[src/rtl/imem_program_loader.sv]
// Boot/debug loader: packs decoded instruction fields into RV32I words and
// writes them to consecutive IMEM words until an ecall closes the session.
module imem_program_loader #(
  parameter int ADDR_W = 10
) (
  input  logic              clk_i,
  input  logic              rst_i,
  input  logic              start_i,
  input  logic [ADDR_W-1:0] base_addr_i,
  input  logic              req_valid_i,
  output logic              req_ready,
  input  logic [3:0]        cls_i,
  input  logic [4:0]        rd_i,
  input  logic [4:0]        rs1_i,
  input  logic [4:0]        rs2_i,
  input  logic [2:0]        funct3_i,
  input  logic [6:0]        funct7_i,
  input  logic [31:0]       imm_i,
  output logic              imem_we,
  output logic [ADDR_W-1:0] imem_addr,
  output logic [31:0]       imem_wdata,
  output logic              busy,
  output logic              done,
  output logic              err,
  output logic [2:0]        err_code,
  output logic [ADDR_W:0]   count
);

  localparam logic [ADDR_W-1:0] LAST_ADDR = {ADDR_W{1'b1}};

  // IDLE: wait start | LOAD: accept request | WRITE: strobe word | DONE: ecall written | ERR: aborted
  typedef enum logic [2:0] {IDLE, LOAD, WRITE, DONE, ERR} state_t;

  state_t      state, state_nx;
  logic        is_sys;
  logic [31:0] enc;
  logic [2:0]  fault;
  logic        imm12_ok, imm13_ok, imm21_ok, accept;

  assign imm12_ok = (&imm_i[31:11]) | ~(|imm_i[31:11]);
  assign imm13_ok = (&imm_i[31:12]) | ~(|imm_i[31:12]);
  assign imm21_ok = (&imm_i[31:20]) | ~(|imm_i[31:20]);

  always_comb begin
    enc   = '0;
    fault = 3'd0;
    case (cls_i)
      4'd0: enc = {funct7_i, rs2_i, rs1_i, funct3_i, rd_i, 7'b0110011};
      4'd1: begin
        enc = {imm_i[11:0], rs1_i, funct3_i, rd_i, 7'b0010011};
        if (!imm12_ok) fault = 3'd3;
      end
      4'd2: begin
        enc = {imm_i[11:0], rs1_i, funct3_i, rd_i, 7'b0000011};
        if (!imm12_ok) fault = 3'd3;
      end
      4'd3: begin
        enc = {imm_i[11:5], rs2_i, rs1_i, funct3_i, imm_i[4:0], 7'b0100011};
        if (!imm12_ok) fault = 3'd3;
      end
      4'd4: begin
        enc = {imm_i[12], imm_i[10:5], rs2_i, rs1_i, funct3_i, imm_i[4:1], imm_i[11], 7'b1100011};
        if (imm_i[0]) fault = 3'd2;
        else if (!imm13_ok) fault = 3'd3;
      end
      4'd5: begin
        enc = {imm_i[20], imm_i[10:1], imm_i[11], imm_i[19:12], rd_i, 7'b1101111};
        if (imm_i[0]) fault = 3'd2;
        else if (!imm21_ok) fault = 3'd3;
      end
      4'd6: begin
        enc = {imm_i[11:0], rs1_i, 3'b000, rd_i, 7'b1100111};
        if (!imm12_ok) fault = 3'd3;
      end
      4'd7: enc = {imm_i[31:12], rd_i, 7'b0110111};
      4'd8: enc = 32'h0000_0073;
      default: fault = 3'd1;
    endcase
  end

  assign accept    = (state == LOAD) && req_valid_i && !start_i;
  assign req_ready = (state == LOAD);
  assign busy      = (state == LOAD) || (state == WRITE);
  // A restart or reset landing on the write cycle must kill the strobe now.
  assign imem_we   = (state == WRITE) && !start_i && !rst_i;

  always_comb begin
    state_nx = state;
    if (start_i) begin
      state_nx = LOAD;
    end else begin
      case (state)
        LOAD:    if (accept) state_nx = (fault == 3'd0) ? WRITE : ERR;
        WRITE: begin
          if (is_sys)                        state_nx = DONE;
          else if (imem_addr == LAST_ADDR)   state_nx = ERR;
          else                               state_nx = LOAD;
        end
        default: state_nx = state;
      endcase
    end
  end

  always_ff @(posedge clk_i) begin
    if (rst_i) begin
      state      <= IDLE;
      is_sys     <= 1'b0;
      imem_addr  <= '0;
      imem_wdata <= '0;
      count      <= '0;
      done       <= 1'b0;
      err        <= 1'b0;
      err_code   <= 3'd0;
    end else begin
      state <= state_nx;
      if (start_i) begin
        imem_addr  <= base_addr_i;
        imem_wdata <= '0;
        count      <= '0;
        done       <= 1'b0;
        err        <= 1'b0;
        err_code   <= 3'd0;
      end else if (accept) begin
        if (fault == 3'd0) begin
          imem_wdata <= enc;
          is_sys     <= (cls_i == 4'd8);
        end else begin
          err      <= 1'b1;
          err_code <= fault;
        end
      end else if (state == WRITE) begin
        count <= count + 1'b1;
        if (is_sys) begin
          done <= 1'b1;
        end else if (imem_addr == LAST_ADDR) begin
          err      <= 1'b1;
          err_code <= 3'd4;
        end else begin
          imem_addr <= imem_addr + 1'b1;
        end
      end
    end
  end

endmodule
[config.mk]
export PLATFORM = sky130hd
export DESIGN_NAME = imem_program_loader
export DESIGN_NICKNAME = d
export VERILOG_FILES = /design/src/rtl/imem_program_loader.sv
export SDC_FILE = /design/constraint.sdc
export NUM_CORES = 1
export LEC_CHECK = 0
export BUFFER_PORTS_ARGS = -buffer_cell sky130_fd_sc_hd__buf_4
export CAP_MARGIN = 25
export CORE_UTILIZATION = 47
export CTS_CLUSTER_DIAMETER = 50
export DETAILED_ROUTE_END_ITERATION = 7
export PLACE_DENSITY = 0.74
export RECOVER_POWER = 100
export SLEW_MARGIN = 20
export SYNTH_ARGS = -nofsm -noshare
export SYNTH_HDL_FRONTEND = slang
export SYNTH_SLANG_ARGS = --single-unit
[constraint.sdc]
create_clock -name clk_i -period 4.35 [get_ports clk_i]
set_input_delay 1.305 -clock clk_i [delete_from_list [all_inputs] [get_ports clk_i]]
set_output_delay 1.305 -clock clk_i [all_outputs]
set_load 0.03 [all_outputs]
==> flow_summary.json, run 1 <==
{
  "outcome": "complete, but fails checks",
  "violations": "capacitance limit, slew limit",
  "ir_drop_v": 0.000126,
  "antennaDiodeCount": 0,
  "num_rows": 31,
  "fin_ws_ns": 0.684,
  "worst_slew_pin_slew_ns": 1.53,
  "cts_tree": "built",
  "synth_seq_area_share": 0.350,
  "drt-total-wl_um": 10000,
  "r2r_cells": 6,
  "first_pass_iters": 4,
  "start_util": 0.483,
  "hold_viol": 0,
  "postLayoutCellArea_um2": 4480,
  "drv_cap": 2,
  "relSlewSlack": -0.0232,
  "synthTopCellsByCount": "dfxtp_1, a21oi_1, nand2_1",
  "num_vias": 3697,
  "synth-compound-area-share": 0.230,
  "die_y_um": 88.1,
  "clk_pin_slew_ns": 0.07,
  "crit_path_end_kind": "register",
  "critPathBufInv": 1,
  "hp-class": "reg -> reg",
  "grt_max_degree": 35,
  "clock_sinks": 61,
  "path_max_fanout": 20,
  "synthXorXnorAreaFrac": 0.0452,
  "grt_pass1_wl_um": 15600,
  "synthAdderAreaFrac": 0.00718,
  "dpl_cell_area_um2": 4500,
  "ctsHoldBuffers": 0,
  "synth_top_family_by_area": "simple AND/OR/NAND/NOR gates",
  "synth_cells": 437,
  "syn_to_final_growth_pct": 28.6,
  "hpwlAfterDp_um": 7280,
  "cellPowerDensity_nw_per_um2": 304,
  "die_width_um": 88.1,
  "dp_slack_ns": 0.981,
  "antenna_found_initial": 0,
  "cts_root_buf": "clkbuf_8",
  "synth-main-ff-cell": "dfxtp_1",
  "clock-skew-final_ns": 0.00557,
  "regToRegStartpoint": "state[0]",
  "worstSetupPathType": "in -> reg",
  "grt_usage": 0.259,
  "core_area_um2": 7210,
  "num_io_pins": 136,
  "synth_largest_area_cell": "dfxtp_1",
  "setup_violations": 0,
  "synth_edf_count": 0,
  "cp_data_required_time_ns": 4.51,
  "slew_violations": 56,
  "avgSynthCellArea_um2": 7.98,
  "arrival_ns": 3.82,
  "min-delay-start": "imem_wdata[8]",
  "route.detailed.drc": 0,
  "synth_top_cell_area_share": 0.350,
  "post_cts_buffers": 0,
  "hold_ws_ns": 0.459,
  "synth.area.mux_share": 0.0772,
  "drive_gt1_frac": 0.185,
  "holdPathEnd": "imem_wdata[8]",
  "wire_per_inst_um": 15.2,
  "h-tree-depth": 3,
  "gp_congestion": 0.871,
  "rr_endpoint": "imem_wdata[22]",
  "post-route-util": 0.621,
  "cpLargestDelayFamily": "compound AO/OA/AOI/OAI gates",
  "min_path_cells": 2,
  "ant_nets": 0,
  "rrSetupSlack_ns": 1.66,
  "synth_fp_nets": 514,
  "fin_crit_sh": 0.843,
  "tns_ns": 0,
  "stdcell_count": 660,
  "cts_made_buffers": 9,
  "drt-initial-drc-count": 174,
  "routed_via_density": 5.60,
  "rsz0062_at_grt": "false",
  "finalPower_mw": 1.36,
  "max_clock_freq_ghz": 0.273,
  "static-leakage-power_nw": 1.73,
  "grt_pass1_vias": 3334,
  "ys_types": 59,
  "synth_area_leaders": "dfxtp_1, a21oi_1, mux2i_1, nand2_1, nor2_1",
  "placedCellCount": 644,
  "yosysMostFrequentCell": "dfxtp_1",
  "critPathLaunchType": "input pin",
  "ys_warn_count": 0,
  "post_cts_resized": 0,
  "fin_crit_ns": 3.67,
  "portBuffers": 135,
  "cp_slowest_cell": "a21boi_1",
  "crit_chain": "buf_4 -> nor4_1 -> and3_2 -> o31a_1 -> a21boi_1 -> a31o_2 -> a21oi_1",
  "synth_async_sr_flop_share": 0,
  "grt_overflow_total": 0,
  "yosys.area_share.simple": 0.243,
  "critPathMaxStageDelay_ns": 1.19,
  "fin_nets": 633,
  "insertion_delay_ns": 0.34,
  "syn_area_um2": 3490,
  "die-area_um2": 7770,
  "ys_ff_latch": 61,
  "cts.path.max_buffers": 2
}
how the worst max path moves through the flow:
| stage | startpoint | slack [ns] | to | cells past startpoint |
|---|---|---|---|---|
| finish | imm_i[21] | 0.68 | err | 7 |
| global route | start_i | 0.52 | imem_wdata[31] | 6 |
| CTS | start_i | 1.04 | imem_we | 4 |
| detailed placement | imm_i[22] | 0.98 | err | 7 |
| global placement | imm_i[22] | 1.02 | err | 7 |
| floorplan | start_i | 0.50 | imem_we | 5 |
layer usage:
layer  GRT usage  vias to the layer above  part of all wire
met5           0                        -                 0
met4      0.0865                        0             0.014
met2       0.437                      127              0.49
met3      0.0547                       18             0.058
met1       0.329                     1732              0.44
li1            -                     1820                 -
cell usage in the layout, fill, tap and decap left out, drive strengths merged, types with 2 or more instances in the layout:
master	n
bufinv	2
a211oi	14
nor3b	3
and3b	2
nand2b	2
or2	2
a31oi	2
a32o	2
inv	8
dfxtp	61
nor2b	9
xor2	12
a21oi	49
xnor2	6
clkbuf	73
ha	2
o21bai	2
nand3	7
a22o	9
nand4	13
a22oi	12
mux2i	19
o211ai	2
or3	4
mux2	7
buf	74
nor2	46
and3	9
clkinv	3
o21ai	18
nand2	48
nor3	10
nor4	7
o21a	6
report_power, final:
part / total (mW) / switching, mW / internal (mW)
logic: 0.208 / 0.117 / 0.0917
clock network: 0.580 / 0.242 / 0.337
registers: 0.575 / 0.00864 / 0.566
total: 1.36 / 0.368 / 0.995
cell families after synthesis:
logic type	Yosys count
DFF	61
muxes	26
xor gates and xnor gates	18
adders and majority gates	2
AOI/OAI and AO/OA	125
and+or+nand+nor	168
buffers and inverters	37
flip-flops by register name, summed over array words and instances, names as in the netlist:
signal and flops:
err_code 3, imem_wdata 31, imem_addr 10, count 11, done 1, err 1
is_sys 1, state 3
worst register-to-register path, delay by kind of cell (launching register included):
kind,cells,cell delay [ns]
simple gates,3,1.25
compound gates,3,0.86
flops,1,0.40
final cells by class:
class	count	area (um2)
clock buffers	10	138
repair buffers	137	796
multi-input cells	339	2090
flip-flops and latches	61	1220
inverters	8	30.0
clock inverters	6	86.3
well taps	99	124
fillers	761	2730
(Power assumes the default switching activity.)
==> run 2: changes to the inputs <==
CORE_UTILIZATION = 44   (was 47)
PLACE_DENSITY = 0.73   (was 0.74)
clock period = 3.36 ns   (was 4.35 ns; I/O delays follow)
==> flow_summary.json, run 2 (synthesis gave the netlist of run 1 again) <==
{
  "portBuffers": 135,
  "relSlewSlack": 0.321,
  "grt_pass1_wl_um": 16700,
  "p_clk_frac": 0.403,
  "start_util": 0.453,
  "syn_to_final_growth_pct": 30.0,
  "clk_pin_slew_ns": 0.07,
  "cellPowerDensity_nw_per_um2": 377,
  "antennaDiodeCount": 0,
  "insertion_delay_ns": 0.33,
  "switching_share": 0.263,
  "ir_drop_v": 0.000170,
  "critPathMaxStageDelay_ns": 0.31,
  "hpwlAfterDp_um": 7450,
  "route.detailed.drc": 0,
  "h-tree-depth": 3,
  "share_seq_of_total_power": 0.436,
  "static-leakage-power_nw": 1.76,
  "largest_reg_flops": 31,
  "cts_root_buf": "clkbuf_8",
  "post_cts_buffers": 0,
  "tns_ns": 0,
  "setup_violations": 0,
  "routed_via_density": 5.54,
  "postLayoutCellArea_um2": 4530,
  "drt-total-wl_um": 10100,
  "wire_per_inst_um": 15.1,
  "fin_crit_sh": 0.853,
  "combPwrFrac": 0.161,
  "cpLargestDelayFamily": "buffers and inverters",
  "grt_usage": 0.251,
  "cp_slowest_cell": "clkbuf_1",
  "path_max_fanout": 20,
  "die_width_um": 91.0,
  "crit_chain": "buf_4 -> or2_0 -> nor2_1 -> clkbuf_1",
  "fin_nets": 640,
  "ctsHoldBuffers": 0,
  "cts_made_buffers": 9,
  "multiInputGateArea_um2": 2090,
  "cts.path.max_buffers": 2,
  "crit_path_end_kind": "output port",
  "worst_slew_pin_slew_ns": 1.02,
  "slew_violations": 0,
  "outcome": "complete, no violations",
  "drv_cap": 0,
  "max_clock_freq_ghz": 0.349,
  "gp_congestion": 0.897,
  "rsz0062_at_grt": "false",
  "arrival_ns": 1.86,
  "drive_gt1_frac": 0.190,
  "regMostFlops": "imem_wdata",
  "cts_tree": "built",
  "antenna_found_initial": 0,
  "num_io_pins": 136,
  "ant_nets": 0,
  "fin_crit_ns": 2.87,
  "fillers": 779,
  "worstSetupPathType": "in -> out",
  "final_cell_mix": "buf_4, clkbuf_1, dfxtp_1, a21oi_1, nand2_1",
  "core_area_um2": 7690,
  "internal_power_mw": 1.26,
  "largestRegisters": "imem_wdata x31, count x11, imem_addr x10",
  "drt-initial-drc-count": 197,
  "clock-skew-final_ns": 0.00463,
  "grt_max_degree": 35,
  "hold_viol": 0,
  "mostFrequentLayoutCell": "buf_4",
  "clock_sinks": 61,
  "post_cts_resized": 0,
  "die_y_um": 91.0,
  "register_area_um2": 1220,
  "grt_pass1_vias": 3488,
  "critPathLaunchType": "input pin",
  "num_rows": 32,
  "hp-class": "reg -> reg",
  "critPathBufInv": 2,
  "grt_overflow_total": 0,
  "num_vias": 3710,
  "dpl_cell_area_um2": 4570,
  "first_pass_iters": 5,
  "p_sw_mw": 0.448,
  "die-area_um2": 8280,
  "cp_data_required_time_ns": 2.35
}
-- run 2: cell types whose count changed in the layout (fill, tap and decap cells not counted), sizes merged --
cell / before / now
clkbuf: 73 / 76
bufinv: 2 / 1
buf: 74 / 81
clkinv: 3 / 1
-- run 2: power by group through the flow --
| stage | clock network, mW | logic (mW) | registers (mW) |
|---|---|---|---|
| after CTS | 0.708 | 0.285 | 0.745 |
| after floorplan | 0 | 0.137 | 0.778 |
| final | 0.688 | 0.275 | 0.745 |
| after global routing | 0.745 | 0.299 | 0.746 |
| after detailed placement | 0 | 0.284 | 0.761 |
| after global placement | 0 | 0.279 | 0.761 |
-- run 2: area by class of cell --
cell class / instances / area share
Multi-Input combinational cell: 339 / 0.460
Clock buffer: 13 / 0.0373
Tap cell: 102 / 0.0282
Inverter: 8 / 0.00662
Timing Repair Buffer: 144 / 0.189
Sequential cell: 61 / 0.269
Clock inverter: 3 / 0.00938
-- run 2: metal layers --
metal | track usage | routed length, um
met1 | 0.309 | 4450
met2 | 0.432 | 5020
met3 | 0.0687 | 590
met4 | 0.0648 | 77
met5 | 0 | 0
-- run 2: tightest hold or removal path: cells and delay by family, from the launching register on --
kind | cells | cell delay, ns
flops | 1 | 0.31
simple gates | 1 | 0.05
compound gates | 1 | 0.05
-- run 2: stage by stage --
stage	util	hold slack (ns)	setup slack (ns)	std cells	total power, mW
after floorplan	-	0.490	0.108	437	0.915
after detailed placement	0.595	0.444	0.364	654	1.05
after CTS	0.622	0.463	0.632	670	1.74
final	0.590	0.459	0.492	670	1.71
after global routing	0.590	0.487	0.360	670	1.79
after global placement	0.595	0.443	0.418	654	1.04
-- run 2: path summary, 6_finish.rpt --
kind | slack, ns | from | cells after the start | endpoint
max | 0.49 | start_i | 4 | imem_we
min | 0.46 | imem_wdata[3] | 2 | imem_wdata[3]
max reg2reg | 1.10 | state[0] | 7 | imem_wdata[30]
min reg2reg | 0.46 | imem_wdata[3] | 2 | imem_wdata[3]
==> run 3: changes to the inputs <==
BUFFER_PORTS_ARGS = default   (was -buffer_cell sky130_fd_sc_hd__buf_4)
CORE_UTILIZATION = 47   (was 44)
DONT_BUFFER_PORTS = 1   (was default)
PLACE_DENSITY = default   (was 0.73)
PLACE_DENSITY_LB_ADDON = 0.25   (was default)
==> flow_summary.json, run 3 (synthesis gave the netlist of run 1 again) <==
{
  "outcome": "complete, no violations",
  "min_path_cells": 2,
  "largestRegisters": "imem_wdata x31, count x11, imem_addr x10",
  "clock-skew-final_ns": 0.00581,
  "wire_per_inst_um": 17.3,
  "cellPowerDensity_nw_per_um2": 418,
  "worst_slew_pin_slew_ns": 1.04,
  "r2r_cells": 6,
  "fillers": 735,
  "cts.path.max_buffers": 2,
  "die_width_um": 88.1,
  "grt_usage": 0.238,
  "clk_pin_slew_ns": 0.07,
  "grt_max_degree": 35,
  "multiInputGateArea_um2": 2090,
  "critPathLaunchType": "input pin",
  "drt-total-wl_um": 9140,
  "critPathMaxStageDelay_ns": 0.83,
  "relSlewSlack": 0.298,
  "route.detailed.drc": 0,
  "drv_cap": 0,
  "num_rows": 31,
  "fin_nets": 501,
  "final_cell_mix": "dfxtp_1, a21oi_1, nand2_1, nor2_1, mux2i_1",
  "crit_chain": "and2_1 -> or3_1 -> o21ai_0 -> nor2_8 -> a211oi_1",
  "ir_drop_v": 0.000232,
  "gp_congestion": 0.834,
  "rsz0062_at_grt": "false",
  "cts_tree": "built",
  "ctsHoldBuffers": 0,
  "antennaDiodeCount": 0,
  "hold_viol": 0,
  "post_cts_resized": 0,
  "cp_data_required_time_ns": 3.60,
  "path_max_fanout": 28,
  "holdPathEnd": "is_sys",
  "num_io_pins": 136,
  "arrival_ns": 3.17,
  "drive_gt1_frac": 0.0746,
  "register_area_um2": 1220,
  "first_pass_iters": 4,
  "tns_ns": 0,
  "post-route-util": 0.514,
  "grt_pass1_wl_um": 14000,
  "min-delay-start": "is_sys",
  "setup_violations": 0,
  "portBuffers": 0,
  "fin_crit_sh": 0.871,
  "core_area_um2": 7210,
  "drt-initial-drc-count": 116,
  "h-tree-depth": 3,
  "grt_overflow_total": 0,
  "regToRegStartpoint": "state[0]",
  "mostFrequentLayoutCell": "dfxtp_1",
  "cts_made_buffers": 9,
  "fin_crit_ns": 2.93,
  "antenna_found_initial": 0,
  "num_vias": 3167,
  "post_cts_buffers": 0,
  "clock_sinks": 61,
  "insertion_delay_ns": 0.33,
  "crit_path_end_kind": "register",
  "hpwlAfterDp_um": 6740,
  "largest_reg_flops": 31,
  "ant_nets": 0,
  "max_clock_freq_ghz": 0.342,
  "static-leakage-power_nw": 1.31,
  "start_util": 0.483,
  "regMostFlops": "imem_wdata",
  "cp_slowest_cell": "o21ai_0",
  "hp-class": "reg -> reg",
  "rr_endpoint": "imem_wdata[10]",
  "rrSetupSlack_ns": 0.61,
  "die-area_um2": 7770,
  "syn_to_final_growth_pct": 6.32,
  "cts_root_buf": "clkbuf_8",
  "die_y_um": 88.1,
  "routed_via_density": 6.00,
  "grt_pass1_vias": 2905,
  "worstSetupPathType": "in -> reg",
  "slew_violations": 0
}
[run 3: changes by cell type in the layout (fill, tap and decap cells not counted), sizes merged]
cell	change
buf	-77
clkbuf	-63
clkinv	+1
[run 3: power by group]
part	internal, mW	leakage (nW)	switching, mW
clock	0.361	0.0964	0.278
sequential	0.734	0.494	0.0317
combinational	0.0654	0.719	0.0797
[run 3: metrics by stage]
step	total power, mW	hold WS [ns]	worst slack, ns	instance area (um2)	std cells
global placement	0.925	0.548	0.461	3530	512
global route	1.63	0.580	0.251	3710	528
floorplan	0.915	0.490	0.108	3490	437
CTS	1.57	0.557	0.653	3720	528
detailed placement	0.928	0.548	0.434	3530	512
finish	1.55	0.559	0.432	3710	528
[run 3: area by class of cell]
class / count / share of cell area
inverter: 8 / 0.00810
multi-input combinational: 339 / 0.564
timing repair buffer: 5 / 0.0125
clock buffer: 12 / 0.0392
tap: 99 / 0.0334
sequential: 61 / 0.330
clock inverter: 4 / 0.0128
[run 3: worst max path at each step]
stage,cells after the start,to,slack [ns],startpoint
final,5,imem_wdata[21],0.43,cls_i[2]
after global routing,5,imem_wdata[26],0.25,cls_i[2]
after CTS,2,busy,0.65,state[0]
after detailed placement,6,imem_wdata[29],0.43,imm_i[14]
after global placement,6,imem_wdata[29],0.46,imm_i[14]
after floorplan,5,imem_we,0.11,start_i
[run 3: per-layer routing]
layer / routed length, um / share of wire / vias to the layer above / track usage
met4: 148 / 0.016 / 0 / 0.0836
met3: 798 / 0.087 / 12 / 0.107
met2: 4470 / 0.49 / 125 / 0.402
met5: 0 / 0 / - / 0
met1: 3720 / 0.41 / 1471 / 0.264
li1: - / - / 1559 / -
[run 3: worst max-delay path, delay by kind of cell]
family,cells,cell delay (ns)
AOI/OAI and AO/OA,2,1.13
and+or+nand+nor,3,1.00
